## src/rtl/sa_pkg.sv

```systemverilog
// Shared defaults and FSM state encoding for the output-buffer reader slice.
package sa_pkg;

  localparam int DATA_W_DEF = 32;
  localparam int ADDR_W_DEF = 4;
  localparam int DEPTH_DEF  = 1 << ADDR_W_DEF;

  typedef enum logic [1:0] {
    RD_IDLE = 2'd0,
    RD_READ = 2'd1,
    RD_DONE = 2'd2
  } rd_state_e;

endpackage

```

## src/rtl/ob_mem.sv

```systemverilog
// Output buffer storage: flop array, per-entry pending bits, sticky overflow.
// OUTPUT_BUFFER_BYPASS_EN lets a same-cycle write to a non-pending entry feed the read port.
module ob_mem
  import sa_pkg::*;
#(
  parameter int DATA_W = DATA_W_DEF,
  parameter int ADDR_W = ADDR_W_DEF
) (
  input  logic              clk,
  input  logic              rst,
  input  logic              i_wr_en,
  input  logic [ADDR_W-1:0] i_wr_addr,
  input  logic [DATA_W-1:0] i_wr_data,
  input  logic              i_fetch,
  input  logic [ADDR_W-1:0] i_rd_addr,
  input  logic              i_clr_overflow,
  output logic              o_rd_avail,
  output logic [DATA_W-1:0] o_rd_data,
  output logic              o_overflow
);

  localparam int DEPTH = 2 ** ADDR_W;

  logic [DATA_W-1:0] r_mem [DEPTH];
  logic [DEPTH-1:0]  r_pending;
  logic [DEPTH-1:0]  w_pending_nxt;
  logic              r_overflow;
  logic              w_collide;
  logic              w_ovf_set;
  logic              w_bypass_hit;

  always_ff @(posedge clk) begin
    if (i_wr_en) r_mem[i_wr_addr] <= i_wr_data;
  end

  assign w_collide = i_wr_en && i_fetch && (i_wr_addr == i_rd_addr);
  assign w_ovf_set = i_wr_en && r_pending[i_wr_addr] && !w_collide;

  // A write racing a fetch of the same entry leaves pending as it was:
  // still set when new data replaced a pending entry, still clear when bypassed.
  always_comb begin
    w_pending_nxt = r_pending;
    if (i_fetch) w_pending_nxt[i_rd_addr] = 1'b0;
    if (i_wr_en) w_pending_nxt[i_wr_addr] = w_collide ? r_pending[i_wr_addr] : 1'b1;
  end

  always_ff @(posedge clk or negedge rst) begin
    if (!rst) begin
      r_pending  <= '0;
      r_overflow <= 1'b0;
    end else begin
      r_pending <= w_pending_nxt;
      if (w_ovf_set)           r_overflow <= 1'b1;
      else if (i_clr_overflow) r_overflow <= 1'b0;
    end
  end

`ifdef OUTPUT_BUFFER_BYPASS_EN
  assign w_bypass_hit = i_wr_en && (i_wr_addr == i_rd_addr) && !r_pending[i_rd_addr];
`else
  assign w_bypass_hit = 1'b0;
`endif

  assign o_rd_avail = r_pending[i_rd_addr] || w_bypass_hit;
  assign o_rd_data  = w_bypass_hit ? i_wr_data : r_mem[i_rd_addr];
  assign o_overflow = r_overflow;

endmodule

```

## src/rtl/output_buffer_reader.sv

```systemverilog
// Drains the accumulator output buffer as a valid/ready stream from a base address for a count.
// Optional OUTPUT_BUFFER_BYPASS_EN (in ob_mem) gives one-cycle write-to-beat latency.
module output_buffer_reader
  import sa_pkg::*;
#(
  parameter int DATA_W = DATA_W_DEF,
  parameter int ADDR_W = ADDR_W_DEF
) (
  input  logic              clk,
  input  logic              rst,
  input  logic              output_buffer_enable,
  input  logic [ADDR_W-1:0] output_buffer_addr,
  input  logic [DATA_W-1:0] output_data,
  input  logic              rd_start,
  input  logic [ADDR_W-1:0] rd_base,
  input  logic [ADDR_W:0]   rd_count,
  input  logic              rd_ready,
  output logic              rd_valid,
  output logic [DATA_W-1:0] rd_data,
  output logic [ADDR_W-1:0] rd_addr,
  output logic              busy,
  output logic              done,
  output logic              overflow,
  input  logic              clr_overflow
);

  localparam int DEPTH = 2 ** ADDR_W;
  localparam logic [ADDR_W:0] DEPTH_CNT = (ADDR_W + 1)'(DEPTH);

  rd_state_e         r_state, w_state_nxt;
  logic [ADDR_W-1:0] r_ptr, w_ptr_nxt;
  logic [ADDR_W:0]   r_remaining, w_remaining_nxt;
  logic              r_valid, w_valid_nxt;
  logic [DATA_W-1:0] r_data, w_data_nxt;
  logic [ADDR_W-1:0] r_addr, w_addr_nxt;
  logic              w_slot_free;
  logic              w_fetch;
  logic              w_avail;
  logic [DATA_W-1:0] w_mem_data;

  function automatic logic [ADDR_W:0] clamp_count(input logic [ADDR_W:0] c);
    return (c > DEPTH_CNT) ? DEPTH_CNT : c;
  endfunction

  ob_mem #(
    .DATA_W(DATA_W),
    .ADDR_W(ADDR_W)
  ) u_mem (
    .clk           (clk),
    .rst           (rst),
    .i_wr_en       (output_buffer_enable),
    .i_wr_addr     (output_buffer_addr),
    .i_wr_data     (output_data),
    .i_fetch       (w_fetch),
    .i_rd_addr     (r_ptr),
    .i_clr_overflow(clr_overflow),
    .o_rd_avail    (w_avail),
    .o_rd_data     (w_mem_data),
    .o_overflow    (overflow)
  );

  always_ff @(posedge clk or negedge rst) begin
    if (!rst) begin
      r_state     <= RD_IDLE;
      r_ptr       <= '0;
      r_remaining <= '0;
      r_valid     <= 1'b0;
      r_data      <= '0;
      r_addr      <= '0;
    end else begin
      r_state     <= w_state_nxt;
      r_ptr       <= w_ptr_nxt;
      r_remaining <= w_remaining_nxt;
      r_valid     <= w_valid_nxt;
      r_data      <= w_data_nxt;
      r_addr      <= w_addr_nxt;
    end
  end

  always_comb begin
    w_state_nxt     = r_state;
    w_ptr_nxt       = r_ptr;
    w_remaining_nxt = r_remaining;
    w_valid_nxt     = r_valid;
    w_data_nxt      = r_data;
    w_addr_nxt      = r_addr;
    w_fetch         = 1'b0;
    w_slot_free     = !r_valid || rd_ready;
    case (r_state)
      RD_IDLE: begin
        if (rd_start) begin
          w_ptr_nxt       = rd_base;
          w_remaining_nxt = clamp_count(rd_count);
          w_state_nxt     = RD_READ;
        end
      end
      RD_READ: begin
        // Stalls on a non-pending entry by simply not advancing the pointer.
        if (w_slot_free) begin
          if (r_remaining != '0) begin
            if (w_avail) begin
              w_fetch         = 1'b1;
              w_data_nxt      = w_mem_data;
              w_addr_nxt      = r_ptr;
              w_valid_nxt     = 1'b1;
              w_ptr_nxt       = r_ptr + ADDR_W'(1);
              w_remaining_nxt = r_remaining - (ADDR_W + 1)'(1);
            end else begin
              w_valid_nxt = 1'b0;
            end
          end else begin
            w_valid_nxt = 1'b0;
            w_state_nxt = RD_DONE;
          end
        end
      end
      RD_DONE: w_state_nxt = RD_IDLE;
      default: w_state_nxt = RD_IDLE;
    endcase
  end

  assign rd_valid = r_valid;
  assign rd_data  = r_data;
  assign rd_addr  = r_addr;
  assign busy     = (r_state != RD_IDLE);
  assign done     = (r_state == RD_DONE);

endmodule

```

## config.mk

```make
export PLATFORM = sky130hd
export DESIGN_NAME = output_buffer_reader
export DESIGN_NICKNAME = d
export VERILOG_FILES = /design/src/rtl/sa_pkg.sv /design/src/rtl/ob_mem.sv /design/src/rtl/output_buffer_reader.sv
export SDC_FILE = /design/constraint.sdc
export NUM_CORES = 1
export LEC_CHECK = 0
export ABC_AREA = 0
export CORE_MARGIN = 4
export CORE_UTILIZATION = 57
export CTS_BUF_LIST = sky130_fd_sc_hd__clkbuf_2 sky130_fd_sc_hd__clkbuf_4 sky130_fd_sc_hd__clkbuf_8
export CTS_CLUSTER_SIZE = 20
export DETAILED_ROUTE_END_ITERATION = 10
export GPL_TIMING_DRIVEN = 0
export PLACE_DENSITY = 0.85
export SETUP_SLACK_MARGIN = 0.05
export SLEW_MARGIN = 20
export SYNTH_ARGS = -nofsm -noshare
export SYNTH_HDL_FRONTEND = slang
export SYNTH_SLANG_ARGS = --single-unit
```

## constraint.sdc

```tcl
create_clock -name clk -period 2.4 [get_ports clk]
set_input_delay 0.24 -clock clk [delete_from_list [all_inputs] [get_ports clk]]
set_output_delay 0.24 -clock clk [all_outputs]
set_load 0.02 [all_outputs]
```

# Yosys cells after proc, flatten, opt, wreduce, memory -nomap -nowiden
# Memories as Yosys holds them, arrays and structs flattened. A register that Yosys moved wholly into a read port is not among the register bits.
# Index checks and enable logic that the tools add are counted.
[op_classes]
addsub = 2
order_cmp = 5
n_eq_ne = 8
muxes = 35
bitwise = 2
reduce_logical = 19
[ops]
columns = ["operator", "count"]
rows = [
  ["two-way mux 16 bit", 2],
  ["two-way mux 5 bit", 5],
  ["bitwise AND 16 bit", 1],
  ["bitwise mux 16 bit", 1],
  ["two-way mux 4 bit", 4],
  ["inverter 16 bit", 1],
  ["two-way mux 1 bit", 13],
  ["less-than comparator 4 x 5 -> 1 bit (second input constant)", 2],
  ["one-hot mux 5 bit (2 select lines)", 1],
  ["binary-select mux 1 bit (select 4 bit)", 2],
  ["demux 1 bit (select 4 bit)", 2],
  ["greater-or-equal comparator 4 x 1 -> 1 bit (second input constant)", 2],
  ["!= test 2 bit (second input constant)", 4],
  ["one-hot mux 4 bit (2 select lines)", 1],
  ["logical AND 1 bit", 6],
  ["two-way mux 2 bit", 3],
  ["nonzero test 2 bit", 3],
  ["> comparator 5 bit (second input constant)", 1],
  ["AND reduction 5 bit", 1],
  ["nonzero test 5 bit", 1],
  ["subtractor 5 x 1 -> 5 bit (second input constant)", 1],
  ["adder 4 x 1 -> 4 bit (second input constant)", 1],
  ["equality test 4 bit", 1],
  ["one-hot mux 2 bit (2 select lines)", 1],
  ["9 further kinds", 11],
]
[word_totals]
reg_bits = 33
ramBits = 512
input_bits = 51
out_inout_bits = 40
elab_cells = 79
n_memories = 1
[mem_list]
columns = ["name", "words", "width", "rd", "rd_ports_with_merged_regs", "wr", "line", "rtl"]
rows = [
  ["u_mem.r_mem", 16, 32, 1, 1, 1, "ob_mem.sv:24", "logic [DATA_W-1:0] r_mem [DEPTH];"],
]

# Depth between registers and ports, before layout
[logic_depth]
word_depth = 11
depth_mapped = 10
ltp_nobuf = 8

# Hierarchy
# Synthesis repeated with hierarchy kept, for this count alone.
[hier_totals]
hier_cells = 974
area_unflattened_um2 = 22596.7
[by_module_without_submodules]
columns = ["module", "instances", "cells_each", "area_per_inst_um2"]
rows = [
  ["ob_mem", 1, 820, 20400.8],
  ["output_buffer_reader", 1, 154, 2195.9],
]

# Worst setup path after synthesis
# Ideal clock, no wire load.
[synth_timing]
path_type = "input-to-reg"
start = "input output_buffer_addr[2]"
end = "memory u_mem.r_mem[8][0] in the netlist's numbering, enable pin"
setup_ps = 466
t_arrival_ps = 3056
setup_slack_ps = -1122
cell_stages = 3
cell_sequence = "clkbuf_1 -> or2_2 -> nor3_1"
[synth_lines]
columns = ["item", "line", "rtl"]
rows = [
  ["from (decl)", "output_buffer_reader.sv:12", "input logic [ADDR_W-1:0] output_buffer_addr,"],
  ["to (decl)", "ob_mem.sv:24", ""],
]
# No word-level cell before the write port.

# Worst setup path in the final report
[layout_timing]
start = "register r_ptr[0]"
end = "register r_data[18], in the netlist rd_data[18], read port of u_mem.r_mem"
[layout_between]
elab_chain_len = 3
[layout_lines]
columns = ["item", "line", "rtl"]
rows = [
  ["from (decl)", "output_buffer_reader.sv:31", "logic [ADDR_W-1:0] r_ptr, w_ptr_nxt;"],
  ["from (signal assigned)", "output_buffer_reader.sv:72", "r_ptr <= w_ptr_nxt;"],
  ["binary-select mux 1 bit (select 4 bit)", "ob_mem.sv:64", "assign o_rd_avail = r_pending[i_rd_addr] || w_bypass_hit;"],
  ["two-way mux 1 bit (not written as such)", "ob_mem.sv:64", ""],
  ["AND reduction 4 bit (no source line)", "--", ""],
  ["to (decl)", "output_buffer_reader.sv:34", "logic [DATA_W-1:0] r_data, w_data_nxt;"],
]
# Parallel ways exist; a longest one is shown, timed or not. The select of a mux whose other input is x is not followed.
# A chain may end at the register's enable or synchronous reset.

==> summary.txt <==
Status
  – Status: finished with violations
  – Failing checks: setup timing

Floorplanning
  – Placement Rows: 72
  – Die area: 42800 um2
  – Count of boundary I/O pins: 91
  – Die H: 207 um
  – Initial Utilization: 58.0%
  – Core area: 38900 um2
  – Die Wd: 207 um

GRT
  – Global-route wire length before repair: 87700 um
  – Vias in the first global route: 13.0k
  – Initial antenna violation count: 3
  – Total grt overflow: 0
  – Total track usage: 27.9%
  – Largest net degree at the start of global routing: 52

Worst setup path
  – CP max-delay cell: mux4_2
  – Crit path buf inv count: 4
  – Worst path cell trace: buf_8, buf_16, buf_12, buf_12, mux4_2, mux4_2, mux2_4
  – CP top delay family: multiplexers
  – CP arrival: 2.99 ns
  – Worst endpoint required time: 2.92 ns
  – CP peak stage delay: 0.54 ns
  – Largest fanout on the critical path: 6
  – Setup crit start kind: register
  – CP Class: register to register
  – Flop-to-flop setup slack: -0.07 ns
  – Worst setup EP type: register

Power and ir drop
  – Clock share of power: 24.3%
  – Sequential power share: 36.6%
  – Logic pwr share: 39.1%
  – Power Density: 1210 nW/um2
  – Pleak: 0.00944 uW
  – Psw: 10500 uW
  – Max IR drop VDD: 0.534 mV
  – Net Sw Frac: 31.1%
  – Int Pwr: 23200 uW

Synth
  – Sequential share of the synthesized area: 75.3%
  – Yosys cell types: 47
  – Area contributors post-synth: edfxtp_1 (68%), mux4_2 (16%), dfrtp_1 (7.2%)
  – Gate Count Post-Synth: 1029
  – Mean post-synth cell area: 21.9 um2
  – Synth warnings: 0
  – Synth Flop Type: edfxtp_1
  – Number of synthesized flops with an enable pin: 512
  – #FFs+latches synth: 577
  – FFs w/ async S/R, synth: 11.3%
  – Most common cell in the netlist: edfxtp_1
  – Synth top area share: 68.1%
  – Largest area contributor in the netlist: edfxtp_1
  – Syn Nets: 1086
  – Post-Syn Area: 22600 um2
  – Post-synth top cells: edfxtp_1 (512), mux4_2 (164), dfrtp_1 (65)

Cells and area
  – Non-Filler Instances: 1870
  – Share of layout cells above drive strength 1: 36.5%
  – Fin util: 71.6%
  – Area Overhead vs Synth: 23.5%
  – NumNets Final: 1333

Timing
  – Unrepaired setup endpoints after global routing: yes
  – Final Cycle Share: 103%
  – Max frequency: 405 MHz
  – Min Tclk post-route: 2.47 ns
  – Finish-stage setup viols: 14
  – Slew Limit Fails: 0
  – Clock Skews: 0.0268 ns
  – Final Hold Vio Count: 0
  – Worst-Margin Slew: 0.892 ns
  – Slew margin rel.: 40.6%
  – Final Worst Setup Slack: -0.0707 ns

Placement
  – Detailed Place HPWL: 34500 um
  – I/O Buffers: 89
  – Final GP Congestion: 0.865
  – # placed instances: 1671

Detailed routing
  – Avg WL per Cell: 32.5 um
  – Antenna Nets Post-Route: 0
  – WL final: 60800 um
  – Drc violations: 0
  – Drt pass-1 iters: 7
  – Vias/cell: 6.72
  – DR iter-0 viols: 2020
  – Via count: 12.6k

CTS
  – Root Driver: clkbuf_8
  – H-tree depth: 3
  – Worst-path clk slew: 0.07 ns
  – CTS tree: yes
  – Total CTS buffers: 87
  – # clock sinks: 577
  – Clk_lat worst skew: 0.64 ns
  – Clock Path Buffers: 3

Run
  – Max Cap Violations: 0

Hold path
  – Hold Path Class: input port to async pin
kinds of logic (layout without fill, tap and decap cells):
logic type,count (synthesis),after routing,synth area share (%)
fa+ha+maj,6,6,0.333
mux,213,213,18.7
other cells,0,3,0
flops,577,577,75.3
simple gates,118,118,2.44
compound gates,51,51,1.57
buf+inv,60,380,1.45
xor+xnor,4,4,0.155
area by class of cell:
| type | instances | area (um2) |
|---|---|---|
| inverter | 8 | 30.0 |
| timing repair buffer | 159 | 2240 |
| multi-input combinational | 392 | 5540 |
| tap | 518 | 648 |
| fill | 2075 | 11000 |
| buffer | 51 | 622 |
| sequential | 577 | 17000 |
| clock inverter | 32 | 180 |
| clock buffer | 130 | 1610 |
| antenna | 3 | 7.51 |
worst register-to-register path: stages, from the launching register on:
cell     delay [ns]
dfrtp_2        0.41
buf_8          0.15
buf_16         0.15
buf_12         0.16
buf_12         0.14
mux4_2         0.54
mux4_2         0.54
mux2_4         0.28
power by group through the flow:
stage | sequential [uW] | combinational, uW | clock [uW]
6_report | 12300 | 13200 | 8200
5_1_grt | 12400 | 13700 | 8830
4_1_cts | 12200 | 12300 | 8190
3_5_place_dp | 12400 | 10300 | 0
3_3_place_gp | 12400 | 9820 | 0
2_1_floorplan | 12600 | 6680 | 0
state kept, by name, summed over array words and instances (netlist names):
name	count
r_ptr	4
r_state	2
u_mem.o_overflow	1
r_remaining	5
rd_addr	4
u_mem.r_pending	16
rd_data	32
rd_valid	1
u_mem.r_mem	512
what timing repair did:
action | in CTS | in global routing
endpoints found under the setup margin | 292 | 55
setup buffers | 19 | 9
hold endpoints to repair | 65 | 0
gates resized for setup | 137 | 25
hold buffers | 1 | 0
pin swaps | 4 | 3
gates cloned | 7 | 2
routing by layer:
metal | GRT usage [%] | wire, um | vias to the layer above
met3 | 7.22 | 7120 | 218
met2 | 44.3 | 29700 | 1100
met4 | 10.8 | 2630 | 2
met1 | 37.9 | 21400 | 6447
met5 | 0 | 13 | -
li1 | - | - | 4791
metrics by stage:
stage	instance area (um2)	setup WS (ns)	hold WS, ns	TNS, ns	power (uW)
floorplan	22600	-0.283	-0.0556	-85.87	19300
global placement	24100	-2.87	0.481	-1341.52	22200
detailed placement	25100	-0.944	0.144	-293.59	22700
CTS	27700	-0.0132	0.0382	-0.0333	32800
global route	27900	-0.103	0.0428	-1.41	34900
finish	27900	-0.0707	0.0553	-0.274	33700
final timing paths:
path	start	to	cells after the start
max	r_ptr[0]$_DFFE_PN0P_	rd_data[18]$_DFFE_PN0P_	7
min	rst	rd_data[25]$_DFFE_PN0P_	2
max reg2reg	r_ptr[0]$_DFFE_PN0P_	rd_data[18]$_DFFE_PN0P_	7
min reg2reg	rd_addr[2]$_DFFE_PN0P_	rd_addr[2]$_DFFE_PN0P_	1
max in group asynchronous	rst	r_ptr[0]$_DFFE_PN0P_	3
min in group clk	rd_ready	rd_valid$_DFFE_PN0P_	3
cells in the final DEF, fill, tap and decap left out, types with 7 or more instances in the layout:
master	instances
edfxtp_1	512
mux4_2	164
clkbuf_8	111
clkdlybuf4s50_1	87
dfrtp_1	63
nor2_1	42
buf_16	32
clkbuf_4	30
mux2_4	28
nand2_1	26
buf_12	21
a21oi_1	19
clkinv_1	18
buf_4	16
mux2i_1	13
nor2_4	12
buf_8	11
buf_6	10
nand2b_1	8
clkinv_2	8
nor2b_1	7
mux2_2	7
Power figures use the tool's default switching activity.
